## config.mk

```make
export PLATFORM = sky130hd
export DESIGN_NAME = booth_multiplier_seq
export DESIGN_NICKNAME = d
export VERILOG_FILES = /design/src/rtl/booth_multiplier_seq.sv
export SDC_FILE = /design/constraint.sdc
export NUM_CORES = 1
export LEC_CHECK = 0
export ABC_CLOCK_PERIOD_IN_PS = 4900
export BUFFER_PORTS_ARGS = -buffer_cell sky130_fd_sc_hd__buf_2
export CORE_MARGIN = 2
export CORE_UTILIZATION = 55
export CTS_CLUSTER_SIZE = 16
export DETAILED_ROUTE_END_ITERATION = 8
export PLACE_DENSITY = 0.77
export SETUP_SLACK_MARGIN = 0.2
export SYNTH_ARGS = -nofsm -noshare
export SYNTH_HDL_FRONTEND = slang
export SYNTH_SLANG_ARGS = --single-unit
```

## constraint.sdc

```tcl
create_clock -name clk -period 4.9 [get_ports clk]
set_input_delay 0.98 -clock clk [delete_from_list [all_inputs] [get_ports clk]]
set_output_delay 0.98 -clock clk [all_outputs]
set_load 0.02 [all_outputs]
```

## src/rtl/booth_multiplier_seq.sv

```systemverilog
// Sequential signed radix-2 Booth multiplier: one add/subtract-and-shift step per clock.
// The product is packed {HI, LO} into result and presented with a start/busy/done handshake.
//
//  state  | meaning
//  -------+-----------------------------------------------------------
//  IDLE   | waiting for start; result holds the last product
//  RUN    | BITS Booth steps in progress; busy=1, start ignored
//  DONE   | one-cycle done pulse; start here launches the next operation
module booth_multiplier_seq #(
  parameter int BITS = 32
) (
  input  logic              clk,
  input  logic              clr,
  input  logic              start,
  input  logic [BITS-1:0]   multiplicand,
  input  logic [BITS-1:0]   multiplier,
  output logic              busy,
  output logic              done,
  output logic [2*BITS-1:0] result
);

  localparam int CW = $clog2(BITS + 1);

  localparam logic [1:0] S_IDLE = 2'd0;
  localparam logic [1:0] S_RUN  = 2'd1;
  localparam logic [1:0] S_DONE = 2'd2;

  logic [1:0]        state_q,  state_d;
  logic [BITS:0]     a_q,      a_d;
  logic [BITS:0]     mx_q,     mx_d;
  logic [BITS-1:0]   q_q,      q_d;
  logic              q1_q,     q1_d;
  logic [CW-1:0]     cnt_q,    cnt_d;
  logic [2*BITS-1:0] result_q, result_d;

  logic [BITS:0]     sum;
  logic              load;

  always_comb begin
    state_d  = state_q;
    a_d      = a_q;
    mx_d     = mx_q;
    q_d      = q_q;
    q1_d     = q1_q;
    cnt_d    = cnt_q;
    result_d = result_q;

    // Booth recoding of the pair {Q[0], q_1}
    case ({q_q[0], q1_q})
      2'b01:   sum = a_q + mx_q;
      2'b10:   sum = a_q - mx_q;
      default: sum = a_q;
    endcase

    load = start && ((state_q == S_IDLE) || (state_q == S_DONE));

    case (state_q)
      S_IDLE: begin
        if (start) state_d = S_RUN;
      end
      S_RUN: begin
        a_d   = {sum[BITS], sum[BITS:1]};
        q_d   = {sum[0], q_q[BITS-1:1]};
        q1_d  = q_q[0];
        cnt_d = cnt_q - CW'(1);
        if (cnt_q == CW'(1)) begin
          state_d  = S_DONE;
          result_d = {a_d[BITS-1:0], q_d};
        end
      end
      S_DONE: begin
        state_d = start ? S_RUN : S_IDLE;
      end
      default: state_d = S_IDLE;
    endcase

    if (load) begin
      a_d   = '0;
      mx_d  = {multiplicand[BITS-1], multiplicand};
      q_d   = multiplier;
      q1_d  = 1'b0;
      cnt_d = CW'(BITS);
    end
  end

  always_ff @(posedge clk or negedge clr) begin
    if (!clr) begin
      state_q  <= S_IDLE;
      a_q      <= '0;
      mx_q     <= '0;
      q_q      <= '0;
      q1_q     <= 1'b0;
      cnt_q    <= '0;
      result_q <= '0;
    end else begin
      state_q  <= state_d;
      a_q      <= a_d;
      mx_q     <= mx_d;
      q_q      <= q_d;
      q1_q     <= q1_d;
      cnt_q    <= cnt_d;
      result_q <= result_d;
    end
  end

  assign busy   = (state_q == S_RUN);
  assign done   = (state_q == S_DONE);
  assign result = result_q;

endmodule

```

==> summary.md <==
| Metric | Value |
|---|---|
| Seq/Total Area, Yosys | `45.2%` |
| CP max stage cell | `or4_4` |
| Placed Area | `about 10000 µm²` |
| IO Count | `133` |
| CP required | `5.20 ns` |
| Layout cells sized above 1 | `~16%` |
| WS Path Type | `reg -> reg` |
| Dpl cells | `1403` |
| Clk Latency, worst-skew pair | `about 0.43 ns` |
| Rel. slew slack | `27.8%` |
| Total die area | `18100 µm²` |
| Initial antenna violation count | `0` |
| Yosys cell types | `57` |
| Hold Path End | `result[8]` |
| Ys async rst share | `100%` |
| FF-to-FF End | `result[55]` |
| Max Slew Vio Count | `0` |
| Hold violation total from the final report | `0` |
| CTS tree | `yes` |
| Cells along the critical path | `or4_4, nor4b_2, and2_1, nor2_1, xnor2_1, ha_1, a21oi_1, nand2_1, nor3_1, o21ai_1, a41oi_2, nor4_1, a211oi_1, xor2_1, o21ai_0` |
| Post-Synthesis Cells | `1108` |
| Pin count of the biggest net entering global routing | `113` |
| Max incr delay on CP | `0.59 ns` |
| FF-to-FF path depth | `15` |
| Worst R2R Setup Slack | `0.51 ns` |
| Cell taking the most area after synthesis | `dfrtp_1` |
| Worst slew pin tran | `1.08 ns` |
| Antenna viol nets, final | `0` |
| Min Tclk post-route | `4.39 ns` |
| CTS Buffer Depth | `2` |
| Clock Sinks | `169` |
| Synth top area cells | `dfrtp_1, nand2_1, ha_1, xnor2_1, o21ai_0` |
| Synth Cell Area | `9370 µm²` |
| DRC viols | `0` |
| Vias in the first global route | `7586` |
| Maximum Capacitance Violations | `0` |
| Root Buffer | `clkbuf_16` |
| GP Congestion | `around 0.92` |
| Port bufs | `approximately 130` |
| Clock-pin slew on the worst setup and hold paths | `0.07 ns` |
| Critical path capture point type | `flip-flop` |
| # hold bufs at CTS | `0` |
| DR pass1 iterations | `5` |
| RSZ-0062 raised after global routing | `no` |
| Post-CTS Resized | `0` |
| Synthesized area per cell | `8.45 µm²` |
| Final setup fails | `0` |
| Total routed wirelength | `22900 µm` |
| Commonest cells after routing, fill and taps aside | `nand2_1, dfrtp_1, buf_2, o21ai_0, nor2_1` |
| Setup Buffers After CTS | `0` |
| GR Util All Layers | `26.2%` |
| Via density | `5.66` |
| WL/cell | `~16 µm` |
| Yosys top cell area share | `between 40% and 50%` |
| Reg-to-reg startpoint | `mx_q[7]` |
| Synth Register Bits | `169` |
| Dpl hpwl | `15700 µm` |
| Startpoint Class | `flip-flop` |
| Post-Layout Cell Count | `1435` |
| Status | `completed` |
| Finished Cell Area | `10700 µm²` |
| Initial DRC count | `between 600 and 700` |
| Fmax achieved | `228 MHz` |
| Post-synth net total | `approximately 1200` |
| Worst Path Max Fanout | `7` |
| CTS buffer count | `17` |
| Hold WS | `0.468 ns` |
| Critical path data arrival time | `4.69 ns` |
| Initial Utilization | `56.3%` |
| Hold crit path type | `reg -> reg` |
| Main flop type after synthesis | `dfrtp_1` |
| First-pass GRT wire length | `38200 µm` |
| Final setup TNS | `0 ns` |
| Die Span X | `134 µm` |
| Post-synth EDFFs | `0` |
| Diodes inserted | `0` |
| Worst clock skew | `0.00973 ns` |
| Crit share post-route | `89.5%` |
| GRT Residual Overflow | `0` |
| Hold Path Cell Cnt | `2` |
| H-Tree Depth | `4` |
| Most common cell after layout, fill and taps aside | `nand2_1` |
| Ys Warns | `0` |
| Die Y-Extent | `134 µm` |
| Via count | `just over 8000` |
| Final net count | `1306` |
| Area Growth Syn to Fin | `14.4%` |
| HP Start | `result[8]` |
| # rows | `47` |
| Core Region | `16600 µm²` |
## metrics by stage
stage | utilization [%] | setup WS [ns]
2_1_floorplan | - | 1.08
4_1_cts | 64.4 | 0.573
3_5_place_dp | 61.0 | 0.573
3_3_place_gp | 61.0 | 0.617
5_1_grt | 64.4 | 0.225
6_report | 64.4 | 0.514
## synth_stat cells, drive strengths merged, types with 5 or more instances
library cell,n
a21o,13
a21oi,63
a22o,10
a22oi,25
a31oi,13
a41oi,5
and2,6
and3,7
buf,10
clkbuf,56
dfrtp,169
ha,36
inv,19
mux2,5
mux2i,12
nand2,332
nand2b,5
nand3,22
nand4,6
nor2,68
nor2b,7
nor3,27
nor3b,5
nor4,7
o211ai,5
o21a,5
o21ai,72
o31ai,6
or4,7
xnor2,44
xor2,14
## metal layers
layer,track usage (%),up-vias,part of all wire (%)
met5,0,-,0
met4,6.20,0,1.0
met3,4.69,23,6.2
met2,40.3,282,44
met1,39.0,3838,49
li1,-,3978,-
## worst max-delay path by stage
stage / from / end / slack, ns
finish: mx_q[7] / result[55] / 0.51
global route: mx_q[0] / result[60] / 0.22
CTS: mx_q[7] / result[63] / 0.57
detailed placement: mx_q[7] / result[63] / 0.57
global placement: mx_q[0] / result[60] / 0.62
floorplan: mx_q[7] / result[63] / 1.08
## final cells by class
cell class                 count  area [µm²]
fill                        1409        5930
multi-input combinational    854        4840
sequential                   169        4230
timing repair buffer         141         734
clock buffer                  18         429
tap                          220         275
clock inverter                14         138
inverter                      19        71.3
## registers in the layout, indices dropped and copies added, names as in the netlist
register / cells
a_q: 32
cnt_q: 6
mx_q: 32
q1_q: 1
q_q: 32
result: 64
state_q: 2
## logic make-up (layout without fill, tap and decap cells)
| group | count (synthesis) | in the layout | share of synthesized area (%) |
|---|---|---|---|
| multiplexers | 17 | 17 | 1.88 |
| adder cells (fa/ha/maj) | 37 | 37 | 5.02 |
| flip-flops | 169 | 169 | 45.2 |
| XOR/XNOR | 58 | 58 | 5.42 |
| AO/OA/AOI/OAI | 237 | 237 | 15.9 |
| AND/OR/NAND/NOR | 505 | 505 | 23.2 |
| buffers and inverters | 85 | 192 | 3.42 |
## critical path, delay by kind of cell, from the launching register on
kind            cells  cell delay, ns
flops               1            0.41
fa+ha+maj           1            0.39
xor+xnor            2            0.41
simple gates        7            1.83
compound gates      5            1.21
Power is not shown: default switching activity piles up to over one toggle a cycle in this logic, so the estimate is an artifact.
